==> config.mk <==
export PLATFORM = sky130hd
export DESIGN_NAME = regfile_sequencer
export DESIGN_NICKNAME = d
export VERILOG_FILES = /design/src/rtl/regfile_sequencer.sv
export SDC_FILE = /design/constraint.sdc
export NUM_CORES = 1
export LEC_CHECK = 0
export CAP_MARGIN = 20
export CORE_MARGIN = 2
export CORE_UTILIZATION = 48
export DETAILED_ROUTE_END_ITERATION = 6
export PLACE_DENSITY = 0.78
export RECOVER_POWER = 25
export REMOVE_ABC_BUFFERS = 1
export SLEW_MARGIN = 20
export SYNTH_ARGS = -nofsm -noshare
export SYNTH_HDL_FRONTEND = slang
export SYNTH_SLANG_ARGS = --single-unit
==> constraint.sdc <==
create_clock -name Clock -period 5.3 [get_ports Clock]
set_clock_uncertainty 0.1 [all_clocks]
set_input_delay 1.06 -clock Clock [delete_from_list [all_inputs] [get_ports Clock]]
set_output_delay 1.06 -clock Clock [all_outputs]
set_load 0.05 [all_outputs]
==> src/rtl/regfile_sequencer.sv <==
// -----------------------------------------------------------------------------
// regfile_sequencer
//
// Sequences simple register-file operations (LOAD, MOVE, SWAP, CLEAR) onto a
// register file with four general registers R1..R4 and four scratch registers
// S1..S4. It accepts one request at a time, reads operands when needed, and
// drives one-hot write enables for one or two write cycles.
//
// Ports:
//   Clock, Reset         rising-edge clock, asynchronous active-high reset
//   ReqValid/ReqReady    request handshake (ready only while idle)
//   ReqOp                00 LOAD, 01 MOVE, 10 SWAP, 11 CLEAR
//   ReqSrc, ReqDst       register indices: 0..3 = R1..R4, 4..7 = S1..S4
//   ReqImm               immediate for LOAD
//   RfI                  write data to the register file
//   RfFunSel             010 = load I, 011 = clear
//   RfRegSel, RfScrSel   write enables, bit3 = R1/S1 .. bit0 = R4/S4
//   RfOutASel/BSel       read port selects
//   RfOutA/B             read port data
//   Done, DoneData       completion strobe and value written in the final write
// -----------------------------------------------------------------------------
module regfile_sequencer (
    input  logic        Clock,
    input  logic        Reset,
    input  logic        ReqValid,
    output logic        ReqReady,
    input  logic [1:0]  ReqOp,
    input  logic [2:0]  ReqSrc,
    input  logic [2:0]  ReqDst,
    input  logic [31:0] ReqImm,
    output logic [31:0] RfI,
    output logic [2:0]  RfFunSel,
    output logic [3:0]  RfRegSel,
    output logic [3:0]  RfScrSel,
    output logic [2:0]  RfOutASel,
    output logic [2:0]  RfOutBSel,
    input  logic [31:0] RfOutA,
    input  logic [31:0] RfOutB,
    output logic        Done,
    output logic [31:0] DoneData
);

    localparam logic [1:0] OpLoad  = 2'b00;
    localparam logic [1:0] OpMove  = 2'b01;
    localparam logic [1:0] OpSwap  = 2'b10;
    localparam logic [1:0] OpClear = 2'b11;

    localparam logic [2:0] FunLoad  = 3'b010;
    localparam logic [2:0] FunClear = 3'b011;

    typedef enum logic [1:0] {
        StIdle,
        StRead,
        StWrite1,
        StWrite2
    } state_e;

    state_e      state_q, state_d;
    logic [1:0]  op_q;
    logic [2:0]  src_q;
    logic [2:0]  dst_q;
    logic [31:0] imm_q;
    logic [31:0] hold_a_q;
    logic [31:0] hold_b_q;
    logic [31:0] done_data_q;

    logic        accept;
    logic        wr_en;
    logic [2:0]  wr_idx;

    assign accept = ReqValid & ReqReady;

    always_ff @(posedge Clock or posedge Reset) begin
        if (Reset) begin
            state_q     <= StIdle;
            op_q        <= OpLoad;
            src_q       <= 3'd0;
            dst_q       <= 3'd0;
            imm_q       <= 32'd0;
            hold_a_q    <= 32'd0;
            hold_b_q    <= 32'd0;
            done_data_q <= 32'd0;
        end else begin
            state_q <= state_d;
            if (accept) begin
                op_q  <= ReqOp;
                src_q <= ReqSrc;
                dst_q <= ReqDst;
                imm_q <= ReqImm;
            end
            if (state_q == StRead) begin
                hold_a_q <= RfOutA;
                hold_b_q <= RfOutB;
            end
            if (Done) begin
                done_data_q <= RfI;
            end
        end
    end

    // Next state and Moore outputs.
    always_comb begin
        state_d   = state_q;
        ReqReady  = 1'b0;
        RfI       = 32'd0;
        RfFunSel  = FunLoad;
        RfOutASel = 3'd0;
        RfOutBSel = 3'd0;
        wr_en     = 1'b0;
        wr_idx    = dst_q;
        Done      = 1'b0;

        unique case (state_q)
            StIdle: begin
                ReqReady = 1'b1;
                if (ReqValid) begin
                    state_d = (ReqOp == OpLoad || ReqOp == OpClear) ? StWrite1 : StRead;
                end
            end
            StRead: begin
                RfOutASel = src_q;
                RfOutBSel = dst_q;
                state_d   = StWrite1;
            end
            StWrite1: begin
                wr_en = 1'b1;
                // SWAP writes the old destination value into the source first.
                wr_idx = (op_q == OpSwap) ? src_q : dst_q;
                unique case (op_q)
                    OpLoad:  RfI = imm_q;
                    OpClear: begin
                        RfFunSel = FunClear;
                        RfI      = 32'd0;
                    end
                    OpMove:  RfI = hold_a_q;
                    OpSwap:  RfI = hold_b_q;
                    default: RfI = 32'd0;
                endcase
                if (op_q == OpSwap) begin
                    state_d = StWrite2;
                end else begin
                    state_d = StIdle;
                    Done    = 1'b1;
                end
            end
            StWrite2: begin
                wr_en   = 1'b1;
                wr_idx  = dst_q;
                RfI     = hold_a_q;
                Done    = 1'b1;
                state_d = StIdle;
            end
            default: state_d = StIdle;
        endcase
    end

    // Index 0..3 maps to RegSel bit 3-idx, 4..7 to ScrSel bit 7-idx.
    always_comb begin
        RfRegSel = 4'b0000;
        RfScrSel = 4'b0000;
        if (wr_en) begin
            if (!wr_idx[2]) begin
                RfRegSel[2'd3 - wr_idx[1:0]] = 1'b1;
            end else begin
                RfScrSel[2'd3 - wr_idx[1:0]] = 1'b1;
            end
        end
    end

    assign DoneData = Done ? RfI : done_data_q;

endmodule
# [Word-level counts from Yosys, hierarchy flattened]
# Cells that the tools add are included.
[classes] bitwise_logic=1 shift=0 magnitude_cmp=2 n_addsub=1 eq_ne=8 n_mul=0 muxes=23 div=0 n_reduce_logical=6
[ops] cell="$pmux W32 S4" n=1
[ops] cell="$pmux W32 S2" n=1
[ops] cell="$mux W32" n=1
[ops] cell="$mux W4" n=4
[ops] cell="$mux W3" n=4
[ops] cell="$eq A2 B2 Y1 const B" n=5
[ops] cell="$pmux W2 S4" n=1
[ops] cell="$logic_not A2 Y1" n=3
[ops] cell="$mux W1" n=6
[ops] cell="$mux W2" n=3
[ops] cell="$eq A2 B1 Y1 const B" n=2
[ops] cell="$lt A2 B3 Y1 const B" n=1
[ops] cell="$demux W1 S2" n=1
[ops] cell="$ge A2 B1 Y1 const B" n=1
[ops] cell="$ne A2 B2 Y1 const B" n=1
[ops] cell="$pmux W1 S2" n=1
[ops] cell="$reduce_or A2 Y1" n=1
[ops] cell="$sub A2 B2 Y2 const A" n=1
[ops] cell="$and A1 B1 Y1" n=1
[ops] cell="$logic_and A1 B1 Y1" n=1
[ops] cell="$logic_or A1 B1 Y1" n=1
[totals] romBits=0 out_inout_bits=83 latchBits=0 elab_cells=49 reg_bits=138 inputBits=107 n_memories=0 ram_bits=0

# [Logic depth before layout (Yosys ltp)]
# Gate-level depths: netlist of the first run.
[logic_depth] word_depth=10 depth_mapped=6

# [Least setup slack after synthesis of the first run]
# OpenSTA, ideal clock, no wires.
[synth_timing] kind="register -> output" from="register state_q[0]" to="output RfRegSel[1]" path_stages_with_launch=5 t_required_ns=4.140 setup_slack_ns=1.814 arrival_time_ns=2.326 cell_sequence="dfrtp_1 buf_4 nor3b_4 mux2_4 nor3_1"
[synth_via] elab_chain_len=9
[synth_lines] element="start: declaration" line_no="58" text="state_e state_q, state_d;"
[synth_lines] element="start signal: assignment" line_no="75" text="state_q <= StIdle;"
[synth_lines] element="start signal: assignment" line_no="84" text="state_q <= state_d;"
[synth_lines] element="$eq A2 B2 Y1" line_no="113" text="unique case (state_q)"
[synth_lines] element="$mux W3" line_no="113"
[synth_lines] element="$sub A2 B2 Y2" line_no="163" text="RfRegSel[2'd3 - wr_idx[1:0]] = 1'b1;"
[synth_lines] element="$lt A2 B3 Y1 (implied by the code) or $ge A2 B1 Y1 (tied branches)" line_no="163"
[synth_lines] element="$logic_and A1 B1 Y1 (implied by the code)" line_no="163"
[synth_lines] element="$mux W1 (implied by the code)" line_no="163"
[synth_lines] element="$demux W1 S2" line_no="163"
[synth_lines] element="$mux W4" line_no="162" text="if (!wr_idx[2]) begin"
[synth_lines] element="$mux W4 *" line_no="161" text="if (wr_en) begin"
[synth_lines] element="end: declaration" line_no="33" text="output logic [3:0] RfRegSel,"
# Every way passes the cells marked *; elsewhere a longest branch is shown, timed or not.

# [Worst setup path in the final report of the first run]
[layout_timing] from="register state_q[0]" to="output DoneData[27]"
[layout_via] elab_chain_len=3
[layout_lines] element="$eq A2 B2 Y1" line_no="113"
[layout_lines] element="$pmux W32 S2 or $pmux W1 S2 (tied branches)" line_no="113"
[layout_lines] element="$mux W32 *" line_no="170" text="assign DoneData = Done ? RfI : done_data_q;"
[layout_lines] element="end: declaration" line_no="40" text="output logic [31:0] DoneData"
# Marked as above.

==> results.md, run 1 <==
- CTS tree: built
- Dpl cells: 871
- Clk Latency, worst-skew pair: 0.43 ns
- Drt total wl: 18,580 microns
- Gr busiest metal: met2
- Leading cell type in the layout, fill and taps excluded: clkdlybuf4s50_1
- Largest net degree at the start of global routing: 113
- Syn Area/Cell: 12.09 sq um
- Antenna cell count: 0
- Depth of the CTS H-tree: 4
- Cts bufs inserted: 17
- Initial antenna violation count: 0
- Mapped Cells: 545
- Clock root cell: clkbuf_16
- Slew Limit Fails: 113
- Number of vias per cell: 5.765
- Top area cells in the synthesized netlist: dfrtp_1 52%, mux2_2 18%, mux2_1 3.2%
- Register area share after synthesis: 52.41%
- Flip-flop and latch area: 3457 sq um
- Worst path arrival time: 3.58 ns
- HPWL Detailed: 12,330 microns
- Met3 GRT Util: 6.250%
- Data required, critical path: 4.14 ns
- Fmax: 210.8 MHz
- Postcts setup bufs: 0
- Die Y: 121.2 microns
- GRT overflow: 0
- Via Count: 5,200
- Pre-antenna DRT Iters: 5
- Layout cells sized above 1: 21.21%
- Most frequent cells in the layout: 186 x clkdlybuf4s50_1, 135 x dfrtp_1, 104 x mux2_2, 46 x nand2_1, 33 x a21oi_1
- Distinct cells, synth: 35
- Core Box Area: 13,350 sq um
- FP Rows: 42
- Critical path type: reg2out
- IO Count: 190
- Crit-path max FO: 24
- Post-CTS Hold Fix Bufs: 0
- Post-route DRC: 0
- Cell Area, Synth: 6589 sq um
- Final cell count without fillers: 902
- Clock Sinks: 138
- Placer Congestion: 0.8073
- Violated checks: capacitance limit, slew limit
- Met2 Use GR: 44.03%
- Starting Density: 49.36%
- Die Wd: 121.2 microns
- Outcome: finished, violations left
- Clock transition at the registers of the reported paths: 0.06 ns
- Hold Vio Cnt, Final: 0
- Worst Tran Pin Value: 2.358 ns
- Rel. slew slack: -57.17%
- Max clock buf depth: 2
- Multi-input gate area: 2902 sq um
- Final setup viols: 0
- Synth warn: 0
- Yosys top cell area share: 52.41%
- First-pass GRT wire length: 29,370 microns
- Fill cells: 1,032
- Type of origin of the critical path: flip-flop
- Top cell type by total area after synthesis: dfrtp_1
- Unrepaired setup endpoints after global routing: no
- Max_cap viols: 1
- Grt met1 use: 31.61%
- Die area: 14,680 sq um
- Synthesis-to-layout area growth: 38.95%
- Routed length per instance: 20.59 microns
- Total Routing Usage GR: 26.15%
- Synth Register Bits: 138
- Fin nets: 821
- Number of global-route vias before repair: 5,617
- Initial DRC count: 493
- Worst Setup End Kind: output port
- Min-delay worst type: reg2reg
- Post_cts resized: 0
- Quantity of I/O buffers inserted on ports: 187
- Post-DRT Antenna Nets: 0
- Crit path time final: 4.745 ns
- Part of the cycle the worst path needs: 89.52%
flip-flops by register name, indices dropped and copies added, names as in the netlist:
signal and count:
src_q 3, op_q 2, imm_q 32, done_data_q 32, hold_a_q 32, state_q 2, dst_q 3, hold_b_q 32
critical path, cell delays in order (launching register included):
cell,delay [ns]
dfrtp_2,0.60
buf_4,0.32
nand2b_1,0.49
or3_1,0.52
a31oi_1,0.33
clkdlybuf4s50_1,0.89
metrics by stage:
step                TNS (ns)  cell area (sq um)  util [%]  hold slack, ns  worst slack, ns
floorplan             -3.804               6350         -          0.3542          -0.6340
global placement           0               8544     64.01          0.3658            1.132
detailed placement         0               8544     64.01          0.3718            1.052
CTS                        0               9155     68.59          0.3890           0.5686
global route               0               9155     68.59          0.4012           0.4942
finish                     0               9155     68.59          0.3872           0.5552
cell type report:
class | count | share of cell area, %
multi-input cells | 357 | 31.69
repair buffers | 198 | 21.35
flip-flops and latches | 138 | 37.76
clock inverters | 8 | 1.558
clock buffers | 23 | 5.111
inverters | 2 | 0.1230
well taps | 176 | 2.405
cells by family (layout without fill, tap and decap cells):
kind of cell              after synthesis  in the layout  synth area share, %
xor gates and xnor gates                1              1               0.1330
muxes                                 133            133                22.62
AOI/OAI and AO/OA                     120            120                12.55
DFF                                   138            138                52.41
buffers and inverters                  50            231                3.741
other                                   2              2               0.1140
and+or+nand+nor                       101            101                8.432
metal layers:
metal	routed length (microns)	up-vias
li1	-	2326
met1	7475	2633
met2	9498	196
met3	980	45
met4	621	0
met5	0	-
worst paths after layout:
check / start / endpoint / slack [ns] / depth (start not counted)
hold reg to reg: imm_q[28] / imm_q[28] / 0.39 / 1
setup reg to reg: state_q[1] / imm_q[8] / 2.71 / 4
min in group asynchronous: Reset / hold_a_q[7] / 1.72 / 2
hold / removal: imm_q[28] / imm_q[28] / 0.39 / 1
max in group asynchronous: Reset / done_data_q[1] / 2.00 / 3
setup / recovery: state_q[0] / DoneData[27] / 0.56 / 5
cell usage after synthesis, drive strengths merged:
library cell,number
o32a,1
inv,2
o21ai,4
a21oi,33
xnor2,1
nand3b,18
and3,2
a21o,18
and2,7
conb,2
nor3b,2
o41a,9
clkbuf,12
a21boi,4
nand2,46
a31oi,23
nor2,5
or3b,1
mux2,124
or3,4
mux2i,9
a22o,9
nor3,8
nor4bb,1
nor2b,6
buf,36
o211ai,19
nand2b,1
dfrtp,138
Power of run 1 is not shown: default switching activity piles up to over one toggle a cycle in this logic, so the estimate is an artifact.
==> run 2: changes to the inputs <==
- ABC_CLOCK_PERIOD_IN_PS: default -> 5300
- SLEW_MARGIN: 20 -> default
==> results.md, run 2 (synthesis gave the netlist of run 1 again) <==
- Placer Congestion: 0.8073 (unchanged)
- Part of the cycle the worst path needs: 89.08% (-0.45 points)
- Rel. slew slack: -58.40% (-1.2 points)
- Fmax: 211.8 MHz (+0.50%)
- Dpl cells: 871 (unchanged)
- Quantity of I/O buffers inserted on ports: 187 (unchanged)
- Number of global-route vias before repair: 5,617 (unchanged)
- Crit path time final: 4.721 ns (-0.02379 ns)
- Type of origin of the critical path: flip-flop
- Worst hold slack: 0.3873 ns (+0.00008700 ns)
- Dpl ws: 1.052 ns (unchanged)
- CP max stage delay: 0.88 ns (about the same)
- Worst path arrival time: 3.56 ns (-0.02 ns)
- Clock transition at the registers of the reported paths: 0.06 ns (about the same)
- Clock root cell: clkbuf_16
- Worst Tran Pin Value: 2.376 ns (+0.01845 ns)
- Most frequent cells in the layout: 186 x clkdlybuf4s50_1, 135 x dfrtp_1, 104 x mux2_2, 46 x nand2_1, 33 x a21oi_1
- Post-route DRC: 0 (unchanged)
- Pre-antenna DRT Iters: 4 (-1)
- Crit-path max FO: 21 (-13%)
- Critical path cell sequence: nor3b_4, nor2_2, buf_4, a31oi_1, clkdlybuf4s50_1
- FP Rows: 42 (unchanged)
- Max_cap viols: 1 (unchanged)
- Outcome: finished, violations left
- IO Count: 190 (unchanged)
- Total Routing Usage GR: 26.15% (unchanged)
- Routed length per instance: 20.52 microns (-0.35%)
- Leading cell type in the layout, fill and taps excluded: clkdlybuf4s50_1
- Via Count: 5,175 (-0.48%)
- Post-DRT Antenna Nets: 0 (unchanged)
- Synthesis-to-layout area growth: 39.27%
- Violated checks: capacitance limit, slew limit
- Depth of the CTS H-tree: 4 (unchanged)
- Starting Density: 49.36% (unchanged)
- Initial DRC count: 442 (-10%)
- Worst Setup End Kind: output port
- Drt total wl: 18,550 microns (-0.13%)
- First-pass GRT wire length: 29,370 microns (unchanged)
- Clk Latency, worst-skew pair: 0.42 ns (about the same)
- Max clock buf depth: 2 (unchanged)
- Final cell count without fillers: 904 (+0.22%)
- Post-CTS Hold Fix Bufs: 0 (unchanged)
- R2r startpoint: state_q[1]
- Core Box Area: 13,350 sq um (unchanged)
- Worst reg2reg path endpoint: imm_q[17]
- Cts bufs inserted: 17 (unchanged)
- Final setup viols: 0 (unchanged)
- CTS tree: built
- Number of vias per cell: 5.725 (-0.70%)
- CP bufs+invs: 2 (unchanged)
- Antenna cell count: 0 (unchanged)
- Clock Sinks: 138 (unchanged)
- Die Y: 121.2 microns (unchanged)
- Data required, critical path: 4.14 ns (about the same)
- Hold Vio Cnt, Final: 0 (unchanged)
- Slowest-stage cell, CP: clkdlybuf4s50_1
- Fin nets: 823 (+0.24%)
- Critical path type: reg2out
- Reg2Reg Depth: 5 (+1)
- GRT overflow: 0 (unchanged)
- Min-delay src: imm_q[28]
- Post_cts resized: 0 (unchanged)
- R2R setup slack: 2.65 ns (-0.06 ns)
- Layout cells sized above 1: 21.43% (+0.22 points)
- Die Wd: 121.2 microns (unchanged)
- Unrepaired setup endpoints after global routing: no
- Crit-path leading delay family: buffers and inverters
- Initial antenna violation count: 0 (unchanged)
- Postcts setup bufs: 0 (unchanged)
- Hold path cells: 1 (unchanged)
- Largest net degree at the start of global routing: 113 (unchanged)
- Min-delay worst type: reg2reg
- Die area: 14,680 sq um (unchanged)
- Final setup margin: 0.5790 ns (+0.02379 ns)
- Hold Crit Endpoint: imm_q[28]
- Slew Limit Fails: 99 (-12%)
- HPWL Detailed: 12,330 microns (unchanged)
==> run 2: layer usage <==
layer / part of all wire [%] / GRT usage [%] / up-vias
met1: 41 / 31.61 / 2622
met2: 51 / 44.03 / 180
li1: - / - / 2325
met5: 0 / 0 / -
met4: 3.3 / 12.43 / 0
met3: 4.9 / 6.250 / 48
==> run 2: worst reg2reg max path: stages (launching register included) <==
cell     delay, ns
dfrtp_2       0.80
buf_4         0.52
nor2_1        0.17
and2_2        0.35
buf_12        0.23
mux2_1        0.35
==> run 2: worst max path at each step <==
stage,from,endpoint,cells past startpoint
after detailed placement,op_q[1],DoneData[9],5
after CTS,op_q[1],DoneData[9],5
after global placement,state_q[0],DoneData[8],5
after global routing,state_q[0],DoneData[30],5
after floorplan,state_q[1],RfOutASel[0],2
final,op_q[1],DoneData[17],5
==> run 2: stage by stage <==
| step | instance area (sq um) | util, % | TNS (ns) |
|---|---|---|---|
| after floorplan | 6350 | - | -3.804 |
| after global placement | 8544 | 64.01 | 0 |
| after detailed placement | 8544 | 64.01 | 0 |
| after CTS | 9155 | 68.59 | 0 |
| after global routing | 9176 | 68.75 | 0 |
| final | 9176 | 68.75 | 0 |
==> run 2: final cells by class <==
class / count / area, sq um
Timing Repair Buffer: 200 / 1979
Sequential cell: 138 / 3457
Clock inverter: 8 / 142.6
Inverter: 2 / 8.758
Clock buffer: 23 / 467.9
Fill cell: 1029 / 4172
Multi-Input combinational cell: 357 / 2900
Tap cell: 176 / 220.2
Power of run 2 is left out for the same reason.
==> run 3: changes to the inputs <==
- CAP_MARGIN: 20 -> default
==> results.md, run 3 (synthesis gave the netlist of run 1 again) <==
- Post-CTS Hold Fix Bufs: 0 (unchanged)
- Top layer in use: met4
- Setup tns final: 0 ns (unchanged)
- Fin nets: 821 (-0.24%)
- Die Y: 121.2 microns (unchanged)
- Clock root cell: clkbuf_16
- Most frequent cells in the layout: 186 x clkdlybuf4s50_1, 135 x dfrtp_1, 104 x mux2_2, 46 x nand2_1, 33 x a21oi_1
- Outcome: finished, violations left
- First-pass GRT wire length: 29,370 microns (unchanged)
- Rel. slew slack: -57.10% (+1.3 points)
- Post_cts resized: 0 (unchanged)
- Placer Congestion: 0.8073 (unchanged)
- HPWL Detailed: 12,330 microns (unchanged)
- R2r startpoint: state_q[1]
- Worst reg2reg path endpoint: imm_q[8]
- Unrepaired setup endpoints after global routing: no
- Die area: 14,680 sq um (unchanged)
- Number of global-route vias before repair: 5,617 (unchanged)
- Initial DRC count: 492 (+11%)
- Antenna cell count: 0 (unchanged)
- Critical path type: reg2out
- Crit-path max FO: 24 (+14%)
- Type of origin of the critical path: flip-flop
- CP max stage delay: 0.89 ns (about the same)
- Crit path time final: 4.739 ns (+0.01758 ns)
- Routed length per instance: 20.57 microns (+0.22%)
- Worst hold slack: 0.3871 ns (-0.0001450 ns)
- Drt total wl: 18,550 microns (unchanged)
- Clock transition at the registers of the reported paths: 0.06 ns (about the same)
- Layout cells sized above 1: 21.21% (-0.22 points)
- Total Routing Usage GR: 26.15% (unchanged)
- Clock Sinks: 138 (unchanged)
- Max clock buf depth: 2 (unchanged)
- Largest net degree at the start of global routing: 113 (unchanged)
- Worst Setup End Kind: output port
- Worst path arrival time: 3.58 ns (+0.02 ns)
- Pre-antenna DRT Iters: 5 (+1)
- GRT overflow: 0 (unchanged)
- Worst Tran Pin Value: 2.357 ns (-0.01946 ns)
- Part of the cycle the worst path needs: 89.41% (+0.33 points)
- CTS tree: built
- Wl on met1: 7416 microns (-2.1%)
- Violated checks: capacitance limit, slew limit
- FP Rows: 42 (unchanged)
- Met3 wire length: 1025 microns (+14%)
- Dpl cells: 871 (unchanged)
- Met2 wire length: 9488 microns (+0.32%)
- Die Wd: 121.2 microns (unchanged)
- Critical Path Start: state_q[0]
- Number of vias per cell: 5.765 (+0.71%)
- Final cell count without fillers: 902 (-0.22%)
- IO Count: 190 (unchanged)
- Slew Limit Fails: 113 (+14%)
- Leading cell type in the layout, fill and taps excluded: clkdlybuf4s50_1
- Post-DRT Antenna Nets: 0 (unchanged)
- Fmax: 211.0 MHz (-0.37%)
- Starting Density: 49.36% (unchanged)
- Data required, critical path: 4.14 ns (about the same)
- Cts bufs inserted: 17 (unchanged)
- Via Count: 5,200 (+0.48%)
- Hold Vio Cnt, Final: 0 (unchanged)
- Initial antenna violation count: 0 (unchanged)
- Min-delay src: imm_q[28]
- Synthesis-to-layout area growth: 38.93%
- Final setup viols: 0 (unchanged)
- Depth of the CTS H-tree: 4 (unchanged)
- Max_cap viols: 1 (unchanged)
- Quantity of I/O buffers inserted on ports: 187 (unchanged)
- Worst setup path end: DoneData[27]
- Slowest-stage cell, CP: clkdlybuf4s50_1
- Post-route DRC: 0 (unchanged)
- Postcts setup bufs: 0 (unchanged)
- Critical path cell sequence: buf_4, nand2b_1, or3_1, a31oi_1, clkdlybuf4s50_1
- Clk Latency, worst-skew pair: 0.42 ns (about the same)
- Min-delay worst type: reg2reg
- Core Box Area: 13,350 sq um (unchanged)
- R2R setup slack: 2.37 ns (-0.28 ns)
- Reg2Reg Depth: 4 (-1)
==> run 3: changes by cell type in the layout (fill, tap and decap cells not counted), sizes merged <==
cell / before / now
buf: 12 / 11
clkbuf: 24 / 23
==> run 3: worst min-delay path by stage <==
stage | to | slack (ns) | cells after the start
2_1_floorplan | imm_q[10] | 0.35 | 1
3_3_place_gp | imm_q[5] | 0.37 | 1
3_5_place_dp | imm_q[16] | 0.37 | 1
4_1_cts | imm_q[12] | 0.39 | 1
5_1_grt | imm_q[28] | 0.40 | 1
6_report | imm_q[28] | 0.39 | 1
==> run 3: layer usage <==
| layer | global-route usage, % | up-vias |
|---|---|---|
| met5 | 0 | - |
| met4 | 12.43 | 0 |
| met3 | 6.250 | 45 |
| met2 | 44.03 | 204 |
| met1 | 31.61 | 2624 |
| li1 | - | 2327 |
==> run 3: layout make-up <==
class	instances	area, sq um
clock buffer	23	467.9
clock inverter	8	142.6
fill	1030	4194
inverter	2	11.26
multi-input combinational	357	2900
sequential	138	3457
tap	176	220.2
timing repair buffer	198	1954
==> run 3: per-stage QoR <==
stage | worst slack, ns | util, % | instance area (sq um)
floorplan | -0.6340 | - | 6350
global placement | 1.132 | 64.01 | 8544
detailed placement | 1.052 | 64.01 | 8544
CTS | 0.5686 | 68.59 | 9155
global route | 0.4942 | 68.58 | 9154
finish | 0.5614 | 68.58 | 9154
==> run 3: critical path: cells and delay by family, from the launching register on <==
kind                   cells  cell delay (ns)
flip-flops                 1             0.60
AND/OR/NAND/NOR            2             1.01
AO/OA/AOI/OAI              1             0.33
buffers and inverters      2             1.21
Power of run 3 is left out for the same reason.
